**config.mk**
```make
export PLATFORM = sky130hd
export DESIGN_NAME = pc_sequencer
export DESIGN_NICKNAME = d
export VERILOG_FILES = /design/src/rtl/pc_sequencer.sv
export SDC_FILE = /design/constraint.sdc
export NUM_CORES = 1
export LEC_CHECK = 0
export BUFFER_PORTS_ARGS = -buffer_cell sky130_fd_sc_hd__buf_2
export CORE_UTILIZATION = 55
export DETAILED_ROUTE_END_ITERATION = 10
export PLACE_DENSITY = 0.77
export SLEW_MARGIN = 10
export SYNTH_ARGS = -nofsm -noshare
export SYNTH_HDL_FRONTEND = slang
export SYNTH_SLANG_ARGS = --single-unit
```
**constraint.sdc**
```tcl
create_clock -name clk -period 3.2 [get_ports clk]
set_clock_uncertainty 0.2 [all_clocks]
set_input_delay 0.48 -clock clk [delete_from_list [all_inputs] [get_ports clk]]
set_output_delay 0.48 -clock clk [all_outputs]
set_load 0.02 [all_outputs]
```
**src/rtl/pc_sequencer.sv**
```systemverilog
// pc_sequencer: control FSM that fetches an instruction, decodes it, and drives
// the program counter and datapath strobes. It keeps a small return-address
// stack for CALL/RET.
//
// Ports
//   clk        rising-edge clock
//   rst        asynchronous active-low reset
//   run        leave IDLE and start fetching (only looked at in IDLE)
//   mem_ack    instr_in is valid this cycle
//   instr_in   opcode [15:12], target address [ADDR_W-1:0]
//   pc_val     current program counter (already incremented when CALL executes)
//   zero_flag  ALU zero flag, sampled by JZ/JNZ in EXEC
//   ex_done    datapath finished; only looked at in EX_WAIT
//   pc_en      program counter enable
//   pc_up      increment the PC
//   pc_ld      load pc_target into the PC
//   pc_target  load value; 0 whenever pc_ld=0
//   mem_req    instruction fetch request
//   ex_start   one-cycle datapath start pulse
//   halted     FSM is in HALT
//   fault      sticky stack overflow/underflow flag
//   state      encoded FSM state for debug
module pc_sequencer #(
  parameter int ADDR_W      = 8,
  parameter int STACK_DEPTH = 4
) (
  input  logic              clk,
  input  logic              rst,
  input  logic              run,
  input  logic              mem_ack,
  input  logic [15:0]       instr_in,
  input  logic [ADDR_W-1:0] pc_val,
  input  logic              zero_flag,
  input  logic              ex_done,
  output logic              pc_en,
  output logic              pc_up,
  output logic              pc_ld,
  output logic [ADDR_W-1:0] pc_target,
  output logic              mem_req,
  output logic              ex_start,
  output logic              halted,
  output logic              fault,
  output logic [2:0]        state
);

  localparam logic [2:0] S_IDLE    = 3'd0;
  localparam logic [2:0] S_FETCH   = 3'd1;
  localparam logic [2:0] S_DECODE  = 3'd2;
  localparam logic [2:0] S_EXEC    = 3'd3;
  localparam logic [2:0] S_EX_WAIT = 3'd4;
  localparam logic [2:0] S_HALT    = 3'd5;

  localparam logic [3:0] OP_NOP  = 4'd0;
  localparam logic [3:0] OP_JMP  = 4'd1;
  localparam logic [3:0] OP_JZ   = 4'd2;
  localparam logic [3:0] OP_JNZ  = 4'd3;
  localparam logic [3:0] OP_CALL = 4'd4;
  localparam logic [3:0] OP_RET  = 4'd5;
  localparam logic [3:0] OP_HALT = 4'd6;
  localparam logic [3:0] OP_SKIP = 4'd7;

  localparam int CNT_W = $clog2(STACK_DEPTH + 1);
  localparam int IDX_W = (STACK_DEPTH > 1) ? $clog2(STACK_DEPTH) : 1;
  localparam logic [CNT_W-1:0] CNT_FULL = CNT_W'(STACK_DEPTH);

  logic [2:0]        state_q, state_d;
  logic [15:0]       ir_q;
  logic [CNT_W-1:0]  sp_q, sp_d, sp_m1;
  logic              fault_q, fault_d;
  logic              push;
  logic [ADDR_W-1:0] stack_q [STACK_DEPTH];

  logic [3:0]        opcode;
  logic [ADDR_W-1:0] target;
  logic [IDX_W-1:0]  push_idx, top_idx;
  logic              unused_ir;

  assign opcode    = ir_q[15:12];
  assign target    = ir_q[ADDR_W-1:0];
  assign sp_m1     = sp_q - 1'b1;
  assign push_idx  = sp_q[IDX_W-1:0];
  assign top_idx   = sp_m1[IDX_W-1:0];
  assign unused_ir = ^ir_q[11:ADDR_W];

  assign state  = state_q;
  assign halted = (state_q == S_HALT);
  assign fault  = fault_q;

  always_comb begin
    state_d   = state_q;
    sp_d      = sp_q;
    fault_d   = fault_q;
    push      = 1'b0;
    pc_en     = 1'b0;
    pc_up     = 1'b0;
    pc_ld     = 1'b0;
    pc_target = '0;
    mem_req   = 1'b0;
    ex_start  = 1'b0;
    case (state_q)
      S_IDLE: begin
        if (run) state_d = S_FETCH;
      end
      S_FETCH: begin
        mem_req = 1'b1;
        if (mem_ack) state_d = S_DECODE;
      end
      S_DECODE: begin
        // HALT must not advance the PC, so it bypasses EXEC entirely.
        if (opcode == OP_HALT) begin
          state_d = S_HALT;
        end else begin
          pc_en   = 1'b1;
          pc_up   = 1'b1;
          state_d = S_EXEC;
        end
      end
      S_EXEC: begin
        state_d = S_FETCH;
        case (opcode)
          OP_NOP: ;
          OP_JMP: begin
            pc_en     = 1'b1;
            pc_ld     = 1'b1;
            pc_target = target;
          end
          OP_JZ, OP_JNZ: begin
            // JZ takes the branch on zero_flag=1, JNZ on zero_flag=0.
            if (zero_flag == (opcode == OP_JZ)) begin
              pc_en     = 1'b1;
              pc_ld     = 1'b1;
              pc_target = target;
            end
          end
          OP_CALL: begin
            if (sp_q == CNT_FULL) begin
              fault_d = 1'b1;
              state_d = S_HALT;
            end else begin
              // pc_val was incremented in DECODE, so it is the return address.
              push      = 1'b1;
              sp_d      = sp_q + 1'b1;
              pc_en     = 1'b1;
              pc_ld     = 1'b1;
              pc_target = target;
            end
          end
          OP_RET: begin
            if (sp_q == '0) begin
              fault_d = 1'b1;
              state_d = S_HALT;
            end else begin
              sp_d      = sp_m1;
              pc_en     = 1'b1;
              pc_ld     = 1'b1;
              pc_target = stack_q[top_idx];
            end
          end
          OP_HALT: state_d = S_HALT;
          OP_SKIP: begin
            pc_en = 1'b1;
            pc_up = 1'b1;
          end
          default: begin
            ex_start = 1'b1;
            state_d  = S_EX_WAIT;
          end
        endcase
      end
      S_EX_WAIT: begin
        if (ex_done) state_d = S_FETCH;
      end
      S_HALT: state_d = S_HALT;
      default: state_d = S_IDLE;
    endcase
  end

  always_ff @(posedge clk or negedge rst) begin
    if (!rst) begin
      state_q <= S_IDLE;
      ir_q    <= '0;
      sp_q    <= '0;
      fault_q <= 1'b0;
    end else begin
      state_q <= state_d;
      sp_q    <= sp_d;
      fault_q <= fault_d;
      if (state_q == S_FETCH && mem_ack) ir_q <= instr_in;
    end
  end

  // Stack contents need no reset: the count alone says which entries are live.
  always_ff @(posedge clk) begin
    if (push) stack_q[push_idx] <= pc_val;
  end

endmodule

```
* Word level (Yosys, flattened, before mapping)
Memory sizes are Yosys's and may differ from the RTL's.
Cells that the tools add are included.
W data, S select, Z words.
** Word-level totals
- Register bits :: 23
- Bits in latches :: 0
- Memory bits (writable) :: 32
- Bits in read-only memories :: 0
- Input port bits :: 30
- Output and inout port bits :: 18
- Logic and storage cells :: 76
- Memories kept :: 1
** Memory list
- stack_q :: depth 4, width 8, read ports 1, clocked after memory_dff 0, write ports 1, RTL line 71 : logic [ADDR_W-1:0] stack_q [STACK_DEPTH];
** Operators by class
- $add $sub $neg :: 2
- Multipliers :: 0
- Div/mod/pow operators :: 0
- Magnitude comparators :: 0
- Equality and inequality tests :: 21
- Shifts and indexed selects :: 0
- Mux-type cells :: 36
- Bitwise operators :: 0
- Reductions and logical operators :: 12
** Operators with widths (number)
- $mux W8 :: 4
- $pmux W8 S4 :: 1
- $mux W3 :: 8
- $pmux W3 S6 :: 1
- $eq A4 B3 Y1 const B :: 4
- $mux W1 :: 15
- $ne A2 B2 Y1 const B :: 7
- $pmux W3 S4 :: 1
- $eq A3 B3 Y1 const B :: 3
- $eq A4 B2 Y1 const B :: 2
- $pmux W1 S4 :: 2
- $reduce_and A4 Y1 :: 2
- $reduce_or A8 Y1 :: 1
- $eq A3 B2 Y1 const B :: 2
- $logic_not A3 Y1 :: 2
- $pmux W1 S2 :: 3
- $pmux W3 S2 :: 1
- $reduce_or A5 Y1 :: 1
- $eq A4 B1 Y1 const B :: 1
- $logic_not A4 Y1 :: 1
- $reduce_or A2 Y1 :: 2
- $add A3 B1 Y3 const B :: 1
- $eq A3 B1 Y1 const B :: 1
- $reduce_and A3 Y1 :: 1
- other kinds (4) :: 4

* Logic depth before layout (Yosys ltp)
- Depth after elaboration :: 6
- Depth in mapped cells :: 7
- Mapped depth without buffers :: 6

* Worst setup path before layout
Ideal clock, no wire load.
- Path type :: flip-flop to output port
- Start point :: register sp_q[0]
- End point :: output pc_target[0]
- Arrival :: 1.968 ns
- Required time :: 2.520 ns
- Slack :: 0.552 ns
- Cell stages (with the launch flop) :: 8
- Buffers on the path :: 2
- Cell sequence :: dfrtp_1 buf_2 inv_1 ha_1 clkbuf_1 mux4_2 inv_1 o2bb2ai_1
** Between the ends
- Word-level cells in the longest chain between the ends :: 5
- Elaborated cells between the ends (all ways) :: 8
- Those cells by class :: 1 x add/sub; 1 x eq/ne; 4 x mux; 1 x reduce/logical; 1 x memory
** Ends and longest elaborated chain
- from (decl) :: RTL line 68 : logic [CNT_W-1:0] sp_q, sp_d, sp_m1;
- from (signal assigned) :: RTL line 186 : sp_q <= sp_d;
- $sub A3 B1 Y3 :: RTL line 80 : assign sp_m1 = sp_q - 1'b1;
- $mem_v2 Z4 W8
- $mux W8 :: RTL line 149 : if (sp_q == '0) begin
- $pmux W8 S4 (*) :: RTL line 120 : case (opcode)
- $mux W8 (*) :: RTL line 100 : case (state_q)
- to (decl) :: RTL line 38 : output logic [ADDR_W-1:0] pc_target,
Mark *: on every way between the ends. The rest lies on a longest branch, timed or not.

* Worst setup path after layout
- Start point :: register state_q[0] (netlist: state[0])
- End point :: output pc_target[2]
** Between the ends
- Word-level cells in the longest chain between the ends :: 2
** Ends and longest elaborated chain
- from (decl) :: RTL line 66 : logic [2:0] state_q, state_d;
- from (signal assigned) :: RTL line 185 : state_q <= state_d;
- $eq A3 B2 Y1 :: RTL line 100
- $mux W8 :: RTL line 100
Every way passes these cells.

==> results.py <==
metrics = {
    "setup_path": {
        "cp.required_ns": 2.52,
        "criticalPathCategory": "reg2out",
        "rr_worst_depth": 4,
        "cp_top_family": "flip-flops",
        "cp_slowest_cell": "dfrtp_1",
        "critical_path_buf_inv_count": 1,
        "critPathCaptureType": "output port",
        "reg2reg_from": "state[0]$_DFFE_PN0P_",
        "slowest_delay_ns": 0.58,
        "cp.arrival_ns": 2.08,
        "rrSetupSlack_ns": 0.94,
        "path_cells": "and3b_1, nand3_1, a21oi_2, o2bb2ai_1, buf_2",
        "cp_max_fo": 14,
        "rr_endpoint": "stack_q[2][0]$_DFFE_PP_",
        "startpoint_type": "register",
    },
    "synth": {
        "yosysUniqueCellTypes": 52,
        "ys_top_cells_by_count": "edfxtp_1 (32), dfrtp_1 (19), inv_1 (13)",
        "synth_area_um2": 2500,
        "ys_seq_area_frac": 0.573,
        "synth_warnings": 0,
        "synth_top_cell_area_share": 0.384,
        "synth.most_common_cell": "edfxtp_1",
        "synth_flop_cell": "edfxtp_1",
        "synth_edf_count": 32,
        "synth.avg_cell_area_um2": 14.6,
        "syn_inst": 172,
        "ys_ff_latch": 51,
        "ys_top_cells_by_area": "edfxtp_1 (38%), dfrtp_1 (19%), mux4_2 (7.2%), mux2_4 (4.2%), o2bb2ai_1 (2.8%)",
        "syn-num-nets": 207,
        "async_reset_ff_frac": 0.373,
        "yosysTopAreaCell": "edfxtp_1",
    },
    "min_path": {
        "hold-path-cell-count": 3,
        "hp-class": "in2reg",
        "whs_endpoint": "ir_q[15]$_DFFE_PN0P_",
        "hp-start": "instr_in[15]",
    },
    "floorplanning": {
        "core_um2": 4350,
        "die_w_um": 69.5,
        "start_util": 0.575,
        "pin_count": 48,
        "rows": 24,
        "die-area_um2": 4830,
        "die_h_um": 69.5,
    },
    "timing": {
        "fin_crit_sh": 0.863,
        "rsz0062_at_grt": "false",
        "setup_ws_ns": 0.437,
        "hold_violations": 0,
        "min_period_ns": 2.76,
        "setup_viol": 0,
        "slew_headroom": 0.703,
        "timing.fmax_mhz": 362,
        "fin_setup_tns_ns": 0,
        "slew_viol_final": 0,
        "worst_pin_slew_ns": 0.446,
        "hold_ws_ns": 0.178,
    },
    "run": {
        "maxCapViolCount": 0,
    },
    "drt": {
        "wire_per_inst_um": 16.5,
        "postRouteAntennaNets": 0,
        "vias_per_cell": 5.73,
        "dr.pass1.iters": 4,
        "drc_errors": 0,
        "vias": 1529,
        "first_iter_violations": 58,
        "drt-total-wl_um": 4420,
    },
    "cts": {
        "cts_buffers": 5,
        "root_buffer": "clkbuf_8",
        "cts_tree": "built",
        "ctsResizeCount": 0,
        "htreeDepth": 2,
        "cts.reportedPaths.clkPinSlew_ns": 0.10,
        "postCtsSetupBuffers": 0,
        "clock_latency_ns": 0.30,
        "clockBufferDepth": 2,
        "numClockSinks": 51,
    },
    "global_route": {
        "grt_first_pass_wirelength_um": 7540,
        "grt_max_degree": 20,
        "grt_pass1_vias": 1591,
        "grt_overflow_total": 0,
        "grt_usage": 0.200,
        "grt_antenna_before_repair": 0,
    },
    "power_and_ir_drop": {
        "power.clock.fraction": 0.169,
        "swShare": 0.369,
        "leakagePower_nw": 1.17,
        "combPwrFrac": 0.388,
        "p_int_mw": 1.42,
        "p_sw_mw": 0.832,
        "design_power_total_mw": 2.26,
        "p_per_area_nw_per_um2": 803,
        "p_seq_frac": 0.443,
        "ir_drop_mv": 0.372,
    },
    "place": {
        "place_ws_ns": 0.804,
        "place_congestion": 0.913,
        "dp.final_hpwl_um": 3160,
        "placed_area_um2": 2710,
        "portBuffers": 43,
    },
    "outcome": {
        "outcome": "complete, no violations",
    },
    "layout": {
        "finish.instance_area_um2": 2810,
        "area_growth_pct": 12.2,
        "nFillCells": 319,
        "finalNetCount": 249,
        "num_antenna_cells": 0,
        "drive_gt1_frac": 0.386,
    },
}
layout make-up:
class / instances / area (µm²) / share of cell area
Sequential cell: 51 / 1440 / 0.511
Multi-Input combinational cell: 97 / 925 / 0.329
Timing Repair Buffer: 46 / 240 / 0.0855
Clock buffer: 5 / 68.8 / 0.0245
Tap cell: 52 / 65.1 / 0.0232
Inverter: 13 / 48.8 / 0.0174
Clock inverter: 3 / 26.3 / 0.00935
through the flow:
step | utilization | cells
final | 0.645 | 267
after global routing | 0.645 | 267
after CTS | 0.645 | 267
after detailed placement | 0.621 | 258
after global placement | 0.621 | 258
after floorplan | - | 172
registers in the layout, summed over array words and instances, names as in the netlist:
register and cells:
stack_q 32, fault 1, sp_q 3, state 3, ir_q 12
how the worst max path moves through the flow:
stage	start	end	slack [ns]	cells after the start
finish	state[0]$_DFFE_PN0P_	pc_target[2]	0.44	5
global route	ir_q[12]$_DFFE_PN0P_	pc_target[2]	0.27	5
CTS	sp_q[1]$_DFFE_PN0P_	pc_target[3]	0.45	6
detailed placement	sp_q[1]$_DFFE_PN0P_	pc_target[3]	0.80	6
global placement	sp_q[1]$_DFFE_PN0P_	pc_target[3]	0.84	6
floorplan	sp_q[0]$_DFFE_PN0P_	pc_target[0]	0.55	7
cells by family (layout without fill, tap and decap cells):
group / after synthesis / after routing / share of synthesized area
simple gates: 41 / 41 / 0.109
buf+inv: 24 / 67 / 0.0574
flops: 51 / 51 / 0.573
fa+ha+maj: 5 / 5 / 0.0250
compound gates: 26 / 26 / 0.0809
xor+xnor: 4 / 4 / 0.0140
mux: 21 / 21 / 0.140
power groups by stage:
stage	Combinational, mW	Clock [mW]	Sequential (mW)
3_3_place_gp	0.852	0	0.992
5_1_grt	0.954	0.420	1.02
4_1_cts	0.879	0.395	0.996
3_5_place_dp	0.872	0	1.01
6_report	0.874	0.381	1.00
2_1_floorplan	0.824	0	0.916
layout by cell type, fill, tap and decap left out, drive strengths merged:
cell type    instances
nor4                 1
dlygate4sd3          1
nand3b               2
nor2b                1
o2bb2ai              8
and4bb               1
and2                 5
o2111ai              1
mux2                11
ha                   5
dfrtp               19
clkbuf               5
nor3                 2
nor3b                3
a211oi               2
nand2                9
o221ai               1
a21boi               2
o211ai               1
o21ai                3
and3b                3
nand4bb              1
xnor2                2
a22o                 1
nand2b               2
buf                 45
clkinv               1
nor2                 3
a31o                 1
and2b                1
xor2                 2
mux4                 8
inv                 15
and3                 2
a21oi                6
edfxtp              32
nand3                4
mux2i                2
or3                  1
worst min-delay path, cell delays in order:
cell,delay (ns)
buf_2,0.07
nand2_1,0.03
o21ai_0,0.06
routing by layer:
| layer | part of all wire | up-vias | track usage |
|---|---|---|---|
| li1 | - | 719 | - |
| met1 | 0.47 | 766 | 0.272 |
| met2 | 0.48 | 39 | 0.328 |
| met3 | 0.039 | 5 | 0.0407 |
| met4 | 0.0081 | 0 | 0.0567 |
| met5 | 0 | - | 0 |
what timing repair did:
action                                  in CTS  in global routing
endpoints found under the setup margin       0                  0
hold buffers                                 1                  0
hold endpoints to repair                    19                  0
(Power assumes the default switching activity.)
